`config.mk`:
```
export PLATFORM = sky130hd
export DESIGN_NAME = dpram_port_arbiter_flat
export DESIGN_NICKNAME = d
export VERILOG_FILES = /design/src/rtl/dpram_port_arbiter_if.sv /design/src/rtl/dpram_port_arbiter.sv /design/src/flat_wrapper.sv
export SDC_FILE = /design/constraint.sdc
export NUM_CORES = 1
export LEC_CHECK = 0
export CAP_MARGIN = 40
export CORE_AREA = 5 5 88 90
export DETAILED_ROUTE_END_ITERATION = 8
export DIE_AREA = 0 0 93 95
export GPL_TIMING_DRIVEN = 1
export SYNTH_ARGS = -nofsm -noshare
export SYNTH_HDL_FRONTEND = slang
export SYNTH_SLANG_ARGS = --single-unit
export TNS_END_PERCENT = 20
```
`constraint.sdc`:
```
create_clock -name clk -period 8.2 [get_ports clk]
set_input_delay 2.46 -clock clk [delete_from_list [all_inputs] [get_ports clk]]
set_output_delay 2.46 -clock clk [all_outputs]
set_load 0.01 [all_outputs]
```
`src/rtl/dpram_port_arbiter_if.sv`:
```
`default_nettype none
// ============================================================================
// Module      : dpram_port_arbiter_if
// Description : Bundle of the two client handshakes, the init status flag and
//               the RAM-side signals of the dual-port RAM arbiter.
// Revision    : 1.0  initial release
// ============================================================================
interface dpram_port_arbiter_if #(
    parameter int ADDR_SIZE = 4,
    parameter int DATA_SIZE = 8
);
    // Client 0
    logic                 c0_req;
    logic                 c0_we;
    logic [ADDR_SIZE-1:0] c0_addr;
    logic [DATA_SIZE-1:0] c0_wdata;
    logic                 c0_gnt;
    logic                 c0_rvalid;
    logic [DATA_SIZE-1:0] c0_rdata;

    // Client 1
    logic                 c1_req;
    logic                 c1_we;
    logic [ADDR_SIZE-1:0] c1_addr;
    logic [DATA_SIZE-1:0] c1_wdata;
    logic                 c1_gnt;
    logic                 c1_rvalid;
    logic [DATA_SIZE-1:0] c1_rdata;

    // Status
    logic                 init_done;

    // RAM side
    logic                 ram_reset;
    logic                 ram_wr_en;
    logic [ADDR_SIZE-1:0] ram_wr_addr;
    logic [DATA_SIZE-1:0] ram_wr_data;
    logic                 ram_rd_en;
    logic [ADDR_SIZE-1:0] ram_rd_addr;
    logic [DATA_SIZE-1:0] ram_rd_data;

    // Arbiter side
    modport slave (
        input  c0_req, c0_we, c0_addr, c0_wdata,
        output c0_gnt, c0_rvalid, c0_rdata,
        input  c1_req, c1_we, c1_addr, c1_wdata,
        output c1_gnt, c1_rvalid, c1_rdata,
        output init_done,
        output ram_reset, ram_wr_en, ram_wr_addr, ram_wr_data,
        output ram_rd_en, ram_rd_addr,
        input  ram_rd_data
    );

    // Client / RAM environment side
    modport master (
        output c0_req, c0_we, c0_addr, c0_wdata,
        input  c0_gnt, c0_rvalid, c0_rdata,
        output c1_req, c1_we, c1_addr, c1_wdata,
        input  c1_gnt, c1_rvalid, c1_rdata,
        input  init_done,
        input  ram_reset, ram_wr_en, ram_wr_addr, ram_wr_data,
        input  ram_rd_en, ram_rd_addr,
        output ram_rd_data
    );
endinterface
`default_nettype wire

```
`src/rtl/dpram_port_arbiter.sv`:
```
`default_nettype none
// ============================================================================
// Module      : dpram_port_arbiter
// Description : Shares one asynchronous dual-port RAM between two clients.
//               Write and read ports are arbitrated independently with a
//               round-robin pointer each. After every reset the whole RAM is
//               swept to INIT_VALUE before any client is granted.
// Revision    : 1.0  initial release
// ============================================================================
module dpram_port_arbiter #(
    parameter int                   ADDR_SIZE  = 4,
    parameter int                   DATA_SIZE  = 8,
    parameter logic [DATA_SIZE-1:0] INIT_VALUE = '0
) (
    input  wire logic          clk,
    input  wire logic          reset,
    dpram_port_arbiter_if.slave bus
);

    typedef enum logic [0:0] {
        ST_INIT = 1'b0,
        ST_RUN  = 1'b1
    } state_t;

    localparam logic [ADDR_SIZE-1:0] C_LAST_ADDR = {ADDR_SIZE{1'b1}};

    state_t               r_state;
    logic [ADDR_SIZE-1:0] r_cnt;
    logic                 r_wr_ptr;     // 0: C0 favoured on the write port
    logic                 r_rd_ptr;     // 0: C0 favoured on the read port
    logic                 r_c0_rvalid;
    logic                 r_c1_rvalid;
    logic [DATA_SIZE-1:0] r_c0_rdata;
    logic [DATA_SIZE-1:0] r_c1_rdata;

    logic                 w_run;
    logic                 w_sweep;
    logic                 w_c0_wreq;
    logic                 w_c0_rreq;
    logic                 w_c1_wreq;
    logic                 w_c1_rreq;
    logic                 w_c0_wgnt;
    logic                 w_c1_wgnt;
    logic                 w_c0_rgnt;
    logic                 w_c1_rgnt;
    logic                 w_wr_en;
    logic [ADDR_SIZE-1:0] w_wr_addr;
    logic [DATA_SIZE-1:0] w_wr_data;
    logic                 w_rd_en;
    logic [ADDR_SIZE-1:0] w_rd_addr;
    logic                 w_fwd;
    logic [DATA_SIZE-1:0] w_rd_value;

    // Reset overrides the state so nothing reaches the RAM while it is high
    assign w_run   = (r_state == ST_RUN)  && !reset;
    assign w_sweep = (r_state == ST_INIT) && !reset;

    // A request competes for exactly one port, chosen by its access type
    assign w_c0_wreq = bus.c0_req &&  bus.c0_we;
    assign w_c0_rreq = bus.c0_req && !bus.c0_we;
    assign w_c1_wreq = bus.c1_req &&  bus.c1_we;
    assign w_c1_rreq = bus.c1_req && !bus.c1_we;

    // Per-port round-robin: a lone competitor wins, a tie goes to the pointer
    assign w_c0_wgnt = w_run && w_c0_wreq && (!w_c1_wreq || !r_wr_ptr);
    assign w_c1_wgnt = w_run && w_c1_wreq && (!w_c0_wreq ||  r_wr_ptr);
    assign w_c0_rgnt = w_run && w_c0_rreq && (!w_c1_rreq || !r_rd_ptr);
    assign w_c1_rgnt = w_run && w_c1_rreq && (!w_c0_rreq ||  r_rd_ptr);

    // Write-port mux: init sweep, else the granted client, else all zero
    always_comb begin
        w_wr_en   = 1'b0;
        w_wr_addr = '0;
        w_wr_data = '0;
        if (w_sweep) begin
            w_wr_en   = 1'b1;
            w_wr_addr = r_cnt;
            w_wr_data = INIT_VALUE;
        end else if (w_c0_wgnt) begin
            w_wr_en   = 1'b1;
            w_wr_addr = bus.c0_addr;
            w_wr_data = bus.c0_wdata;
        end else if (w_c1_wgnt) begin
            w_wr_en   = 1'b1;
            w_wr_addr = bus.c1_addr;
            w_wr_data = bus.c1_wdata;
        end
    end

    // Read-port mux: the granted client's address, else all zero
    always_comb begin
        w_rd_en   = 1'b0;
        w_rd_addr = '0;
        if (w_c0_rgnt) begin
            w_rd_en   = 1'b1;
            w_rd_addr = bus.c0_addr;
        end else if (w_c1_rgnt) begin
            w_rd_en   = 1'b1;
            w_rd_addr = bus.c1_addr;
        end
    end

    // Write-first: a same-address write in the read cycle is forwarded so the
    // result does not depend on how the RAM resolves the collision
    assign w_fwd      = w_wr_en && w_rd_en && (w_wr_addr == w_rd_addr);
    assign w_rd_value = w_fwd ? w_wr_data : bus.ram_rd_data;

    // Controller state, sweep counter, RR pointers and read-return registers
    always_ff @(posedge clk) begin
        if (reset) begin
            r_state     <= ST_INIT;
            r_cnt       <= '0;
            r_wr_ptr    <= 1'b0;
            r_rd_ptr    <= 1'b0;
            r_c0_rvalid <= 1'b0;
            r_c1_rvalid <= 1'b0;
            r_c0_rdata  <= '0;
            r_c1_rdata  <= '0;
        end else begin
            case (r_state)
                ST_INIT: begin
                    r_cnt <= r_cnt + 1'b1;
                    if (r_cnt == C_LAST_ADDR) begin
                        r_state <= ST_RUN;
                    end
                end
                ST_RUN: begin
                    // Pointer moves to the loser only when its port is used
                    if (w_c0_wgnt) begin
                        r_wr_ptr <= 1'b1;
                    end else if (w_c1_wgnt) begin
                        r_wr_ptr <= 1'b0;
                    end
                    if (w_c0_rgnt) begin
                        r_rd_ptr <= 1'b1;
                    end else if (w_c1_rgnt) begin
                        r_rd_ptr <= 1'b0;
                    end
                end
                default: begin
                    r_state <= ST_INIT;
                end
            endcase

            r_c0_rvalid <= w_c0_rgnt;
            r_c1_rvalid <= w_c1_rgnt;
            if (w_c0_rgnt) begin
                r_c0_rdata <= w_rd_value;
            end
            if (w_c1_rgnt) begin
                r_c1_rdata <= w_rd_value;
            end
        end
    end

    assign bus.c0_gnt      = w_c0_wgnt || w_c0_rgnt;
    assign bus.c1_gnt      = w_c1_wgnt || w_c1_rgnt;
    // Validity is suppressed while reset is high so an aborted read never
    // shows a pulse
    assign bus.c0_rvalid   = r_c0_rvalid && !reset;
    assign bus.c1_rvalid   = r_c1_rvalid && !reset;
    assign bus.c0_rdata    = r_c0_rdata;
    assign bus.c1_rdata    = r_c1_rdata;
    assign bus.init_done   = (r_state == ST_RUN);
    assign bus.ram_reset   = reset;
    assign bus.ram_wr_en   = w_wr_en;
    assign bus.ram_wr_addr = w_wr_addr;
    assign bus.ram_wr_data = w_wr_data;
    assign bus.ram_rd_en   = w_rd_en;
    assign bus.ram_rd_addr = w_rd_addr;

endmodule
`default_nettype wire

```
`src/flat_wrapper.sv`:
```
// flat-port wrapper written by rule: the top's interface ports become plain ports
module dpram_port_arbiter_flat 
#(
    parameter int                   ADDR_SIZE  = 4,
    parameter int                   DATA_SIZE  = 8,
    parameter logic [DATA_SIZE-1:0] INIT_VALUE = '0
)
  (clk, reset, bus_c0_req, bus_c0_we, bus_c0_addr, bus_c0_wdata, bus_c0_gnt, bus_c0_rvalid, bus_c0_rdata, bus_c1_req, bus_c1_we, bus_c1_addr, bus_c1_wdata, bus_c1_gnt, bus_c1_rvalid, bus_c1_rdata, bus_init_done, bus_ram_reset, bus_ram_wr_en, bus_ram_wr_addr, bus_ram_wr_data, bus_ram_rd_en, bus_ram_rd_addr, bus_ram_rd_data);
  dpram_port_arbiter_if #(.ADDR_SIZE(ADDR_SIZE), .DATA_SIZE(DATA_SIZE)) bus_i ();
  input  wire logic clk;
  input  wire logic reset;
  input wire logic [$bits(bus_i.c0_req)-1:0] bus_c0_req;
  input wire logic [$bits(bus_i.c0_we)-1:0] bus_c0_we;
  input wire logic [$bits(bus_i.c0_addr)-1:0] bus_c0_addr;
  input wire logic [$bits(bus_i.c0_wdata)-1:0] bus_c0_wdata;
  output wire logic [$bits(bus_i.c0_gnt)-1:0] bus_c0_gnt;
  output wire logic [$bits(bus_i.c0_rvalid)-1:0] bus_c0_rvalid;
  output wire logic [$bits(bus_i.c0_rdata)-1:0] bus_c0_rdata;
  input wire logic [$bits(bus_i.c1_req)-1:0] bus_c1_req;
  input wire logic [$bits(bus_i.c1_we)-1:0] bus_c1_we;
  input wire logic [$bits(bus_i.c1_addr)-1:0] bus_c1_addr;
  input wire logic [$bits(bus_i.c1_wdata)-1:0] bus_c1_wdata;
  output wire logic [$bits(bus_i.c1_gnt)-1:0] bus_c1_gnt;
  output wire logic [$bits(bus_i.c1_rvalid)-1:0] bus_c1_rvalid;
  output wire logic [$bits(bus_i.c1_rdata)-1:0] bus_c1_rdata;
  output wire logic [$bits(bus_i.init_done)-1:0] bus_init_done;
  output wire logic [$bits(bus_i.ram_reset)-1:0] bus_ram_reset;
  output wire logic [$bits(bus_i.ram_wr_en)-1:0] bus_ram_wr_en;
  output wire logic [$bits(bus_i.ram_wr_addr)-1:0] bus_ram_wr_addr;
  output wire logic [$bits(bus_i.ram_wr_data)-1:0] bus_ram_wr_data;
  output wire logic [$bits(bus_i.ram_rd_en)-1:0] bus_ram_rd_en;
  output wire logic [$bits(bus_i.ram_rd_addr)-1:0] bus_ram_rd_addr;
  input wire logic [$bits(bus_i.ram_rd_data)-1:0] bus_ram_rd_data;
  assign bus_i.c0_req = bus_c0_req;
  assign bus_i.c0_we = bus_c0_we;
  assign bus_i.c0_addr = bus_c0_addr;
  assign bus_i.c0_wdata = bus_c0_wdata;
  assign bus_c0_gnt = bus_i.c0_gnt;
  assign bus_c0_rvalid = bus_i.c0_rvalid;
  assign bus_c0_rdata = bus_i.c0_rdata;
  assign bus_i.c1_req = bus_c1_req;
  assign bus_i.c1_we = bus_c1_we;
  assign bus_i.c1_addr = bus_c1_addr;
  assign bus_i.c1_wdata = bus_c1_wdata;
  assign bus_c1_gnt = bus_i.c1_gnt;
  assign bus_c1_rvalid = bus_i.c1_rvalid;
  assign bus_c1_rdata = bus_i.c1_rdata;
  assign bus_init_done = bus_i.init_done;
  assign bus_ram_reset = bus_i.ram_reset;
  assign bus_ram_wr_en = bus_i.ram_wr_en;
  assign bus_ram_wr_addr = bus_i.ram_wr_addr;
  assign bus_ram_wr_data = bus_i.ram_wr_data;
  assign bus_ram_rd_en = bus_i.ram_rd_en;
  assign bus_ram_rd_addr = bus_i.ram_rd_addr;
  assign bus_i.ram_rd_data = bus_ram_rd_data;
  dpram_port_arbiter #(.ADDR_SIZE(ADDR_SIZE), .DATA_SIZE(DATA_SIZE), .INIT_VALUE(INIT_VALUE)) u_core (.clk(clk), .reset(reset), .bus(bus_i));
endmodule
```
---- Word-level counts from Yosys, hierarchy flattened ----
Index checks and enable logic that the tools add are counted.
storage, ports and cells
  word-level logic and storage cells ...... 69
  bits in registers ....................... 25
operators by class
  multiplexer cells ....................... 20
  equality and inequality tests ........... 2
  $add $sub $neg .......................... 1
  reductions and logical operators ........ 37
  bitwise logic cells ..................... 1
operators by type and width
  operator               number
  $mux W8                4
  $mux W4                5
  $logic_and A1 B1 Y1    18
  $mux W1                11
  $logic_not A1 Y1       9
  $logic_or A1 B1 Y1     6
  $add A4 B1 Y4 const B  1
  $eq A4 B4 Y1           1
  $eq A4 B4 Y1 const B   1
  $reduce_and A2 Y1      2
  $reduce_bool A2 Y1     2
  $not A1 Y1             1

---- Longest topological paths before layout ----
Gate-level depths: netlist (run 1).
  depth in word-level cells ............... 10
  gate-level depth with buffers ........... 10
  gate-level depth less buffers ........... 8

---- Worst setup path after synthesis (run 1) ----
No wires, ideal clock.
  path kind ............................... in2out
  start ................................... input reset
  end ..................................... output bus_c1_gnt
  path slack .............................. 2170 ps
  cell stages on the path ................. 5
  arrival ................................. 3570 ps
  data required time ...................... 5740 ps
  cells stage by stage .................... buf_6 nand2b_4 nor3_2 clkbuf_1 or2_2
between the ends
  word-level cells in the longest chain between the ends .. 5
  elaborated cells on any way between the ends .. 7
  classes of those cells .................. 7 x reduce/logical
RTL lines
  element                                                     RTL line                                            source
  start, declared                                             flat_wrapper.sv:11                                  input wire logic reset;
  $logic_not A1 Y1 *                                          dpram_port_arbiter.sv:55                            assign w_run = (r_state == ST_RUN) && !reset;
  $logic_and A1 B1 Y1 *                                       dpram_port_arbiter.sv:55
  $logic_and A1 B1 Y1, on equally long branches (2 in a row)  dpram_port_arbiter.sv:66, dpram_port_arbiter.sv:68
  $logic_or A1 B1 Y1 *                                        dpram_port_arbiter.sv:157                           assign bus.c1_gnt = w_c1_wgnt || w_c1_rgnt;
  end, declared                                               flat_wrapper.sv:23                                  output wire logic [$bits(bus_i.c1_gnt)-1:0] bus_c1_gnt;
Mark *: on every way between the ends. The rest lies on a longest branch, timed or not.

---- Worst setup path after layout (run 1) ----
  start ................................... input reset
  end ..................................... output bus_ram_wr_addr[1]
between the ends
  word-level cells in the longest chain between the ends .. 7
  elaborated cells on any way between the ends .. 10
  classes of those cells .................. 3 x mux; 7 x reduce/logical
RTL lines
  element                           RTL line                                            source
  $logic_not A1 Y1 *                dpram_port_arbiter.sv:55, dpram_port_arbiter.sv:56
  $logic_and A1 B1 Y1               dpram_port_arbiter.sv:55
  $logic_and A1 B1 Y1 (2 in a row)  dpram_port_arbiter.sv:66                            assign w_c1_wgnt = w_run && w_c1_wreq && (!w_c0_wreq || r_wr_ptr);
  $mux W4                           dpram_port_arbiter.sv:83                            end else if (w_c1_wgnt) begin
  $mux W4                           dpram_port_arbiter.sv:79                            end else if (w_c0_wgnt) begin
  $mux W4 *                         dpram_port_arbiter.sv:75                            if (w_sweep) begin
  end, declared                     flat_wrapper.sv:29                                  output wire logic [$bits(bus_i.ram_wr_addr)-1:0] bus_ram_wr_addr;
Marked as above.

==> results of run 1 <==
==> registers in the layout, summed over array words and instances, names as in the netlist <==
signal	cells
u_core.r_cnt	4
u_core.bus.c0_rdata	8
u_core.bus.init_done	1
u_core.r_rd_ptr	1
u_core.r_c1_rvalid	1
u_core.r_wr_ptr	1
u_core.r_c0_rvalid	1
u_core.bus.c1_rdata	8
==> per-layer routing <==
| layer | vias to the layer above | part of all wire | track usage |
|---|---|---|---|
| li1 | 855 | - | - |
| met1 | 851 | 0.45 | 0.1711 |
| met2 | 60 | 0.48 | 0.2214 |
| met3 | 6 | 0.056 | 0.02629 |
| met4 | 0 | 0.0089 | 0.04029 |
| met5 | - | 0 | 0 |
==> synthesized netlist by cell type, types with 2 or more instances <==
cell type | count | area [µm²]
nor2_1 | 25 | 93.84
and3b_1 | 2 | 17.52
xnor2_1 | 2 | 17.52
nand2b_1 | 2 | 12.51
a31oi_1 | 2 | 12.51
and4b_4 | 2 | 27.53
nor3b_1 | 2 | 15.01
and2_1 | 2 | 12.51
o221a_1 | 7 | 78.83
nand3_1 | 6 | 30.03
mux2i_1 | 3 | 30.03
o31ai_1 | 6 | 45.04
inv_1 | 4 | 15.01
nor3_1 | 5 | 25.02
buf_6 | 4 | 45.04
nand3b_1 | 8 | 60.06
o21ai_1 | 4 | 20.02
dfxtp_1 | 25 | 500.5
a22o_1 | 9 | 78.83
a221o_1 | 2 | 20.02
a21oi_1 | 10 | 50.05
xor2_1 | 3 | 26.28
nand4_1 | 2 | 12.51
nor2b_1 | 4 | 25.02
nand2_1 | 8 | 30.03
clkbuf_1 | 6 | 22.52
==> path summary, 6_finish.rpt <==
kind	startpoint	endpoint	cells after the start
setup / recovery	reset	bus_ram_wr_addr[1]	5
hold / removal	u_core.bus.c0_rdata[5]	u_core.bus.c0_rdata[5]	2
setup reg to reg	u_core.bus.init_done	u_core.bus.c1_rdata[0]	7
hold reg to reg	u_core.bus.c0_rdata[5]	u_core.bus.c0_rdata[5]	2
==> cells by family (layout without fill, tap and decap cells) <==
| family | count (synthesis) | in the layout |
|---|---|---|
| mux | 3 | 3 |
| buf+inv | 17 | 88 |
| compound gates | 55 | 55 |
| flops | 25 | 25 |
| xor+xnor | 5 | 5 |
| simple gates | 83 | 83 |
| fa+ha+maj | 1 | 1 |
==> final cells by class <==
class,count,area (µm²)
fill,743,4454
multi-input combinational,147,1071
timing repair buffer,79,785.8
sequential,25,500.5
tap,82,102.6
clock buffer,3,41.29
inverter,5,18.77
clock inverter,1,7.507
==> worst reg2reg max path: stages (launching register included) <==
cell and delay (ps):
dfxtp_1 620, and4b_1 300, and2_1 490, a221o_1 280, xor2_1 350, and4_1 550
nand2_4 140, o221a_1 270
==> power breakdown <==
| part | internal [mW] | switching, mW |
|---|---|---|
| combinational | 0.0248 | 0.0185 |
| sequential | 0.123 | 0.00196 |
| clock | 0.0344 | 0.0425 |
==> metrics.yaml, run 1 <==
synth_fa_ha_area_frac: 0.007491
grt_pass1_vias: 1829
gp_congestion: 0.7978
synth_compound_area_frac: 0.2772
antenna_left: 0
status: "finished, final reports clean"
crit_arrival_ps: 4820
worst_path_most_repeated_cell: "clkdlybuf4s50_1"
hold_violations: 0
mostFrequentLayoutCells: "clkdlybuf4s50_1 (77), nor2_1 (25), dfxtp_1 (25)"
setup_violations: 0
cts_buffer_depth: 2
core_um2: 6982
fmax_mhz: 137.3
die-area_um2: 8835
antenna_found_initial: 0
io_buffers: 77
finalCriticalPeriod_ps: 7281
synth_cells: 189
drive_gt1_frac: 0.08846
fin_crit_sh: 0.8879
synth_seq_area_share: 0.2996
crit_path_top_delay_cell: "clkdlybuf4s50_1"
totalWireLength_um: 5859
startpoint_type: "input port"
setup_tns_ps: 0
postCtsHoldBufs: 0
path_delay_family: "buffers and inverters"
critPathKind: "input port to output port"
synth_warnings: 0
cts_tree: "done"
critPathBufInv: 2
syn-num-nets: 228
postCtsSetupBuffers: 0
vias_per_cell: 5.181
p_leak_nw: 0.9150
maxSlewHeadroom: 0.5535
tightest_slew_ps: 665.3
area_growth_pct: 51.31
io_pins: 78
dr_total_vias: 1772
power_mw: 0.2449
worst_slack_ps: 919.3
dpl.cell_count: 338
drt_pass1_iterations: 4
fin_nets: 300
start_util: 0.2392
synth_area_um2: 1670
die_x_um: 93
stdcell_area_um2: 2527
root_buffer: "clkbuf_8"
track_usage: 0.1321
slew_viol_final: 0
post_drt_wl_per_cell_um: 17.13
instances_no_fill: 342
avgSynthCellArea_um2: 8.838
drc_errors: 0
h-tree-depth: 1
die_h_um: 95
cts_resized: 0
worst_path_largest_cell_delay_ps: 630
synth_cell_types: 60
crit_required_ps: 5740
mostFrequentLayoutCell: "clkdlybuf4s50_1"
synth-seq-cells: 25
placed_cell_area_um2: 2479
synth_edf_count: 0
synth_top_family_by_area: "simple AND/OR/NAND/NOR gates"
fin_skew_ps: 5.789
ir_worst_vdd_mv: 0.05027
async_reset_ff_frac: 0
first_iter_violations: 91
endpoint_kind: "output port"
row_count: 31
cp_cell_sequence: "clkdlybuf4s50_1 > and4b_1 > and2_1 > a221o_1 > clkdlybuf4s50_1"
hp-class: "register to register"
cts_made_buffers: 3
antenna_cells: 0
grt_max_degree: 19
p_per_area_nw_per_um2: 96.88
utilization: 0.3620
cap_viol_max_count: 0
holdWs_ps: 492.0
post-place-ws_ps: 925.4
clk_latency_ps: 270
synth_ff_type: "dfxtp_1"
reg2reg_slack_ps: 5110
grt_pass1_wl_um: 9273
dp_hpwl_um: 4450
synth-simple-area-share: 0.3124
clk_pin_slew_worst_paths_ps: 100
synth_xor_area_frac: 0.02622
cp_max_fo: 14
cts_num_sinks: 25
grt_setup_unrepaired: "no"
synthMuxAreaShare: 0.01798
overflow: 0
(Power assumes the default switching activity.)
==> run 2, diff against run 1 <==
--- a/config.mk
+++ b/config.mk
@@ -5,6 +5,7 @@
 export SDC_FILE = /design/constraint.sdc
 export NUM_CORES = 1
 export LEC_CHECK = 0
+export ABC_CLOCK_PERIOD_IN_PS = 8200
 export CAP_MARGIN = 40
 export CORE_AREA = 5 5 88 90
 export DETAILED_ROUTE_END_ITERATION = 8
==> results of run 2 <==
Final layout, timing and power as in run 1 (identical DEF).
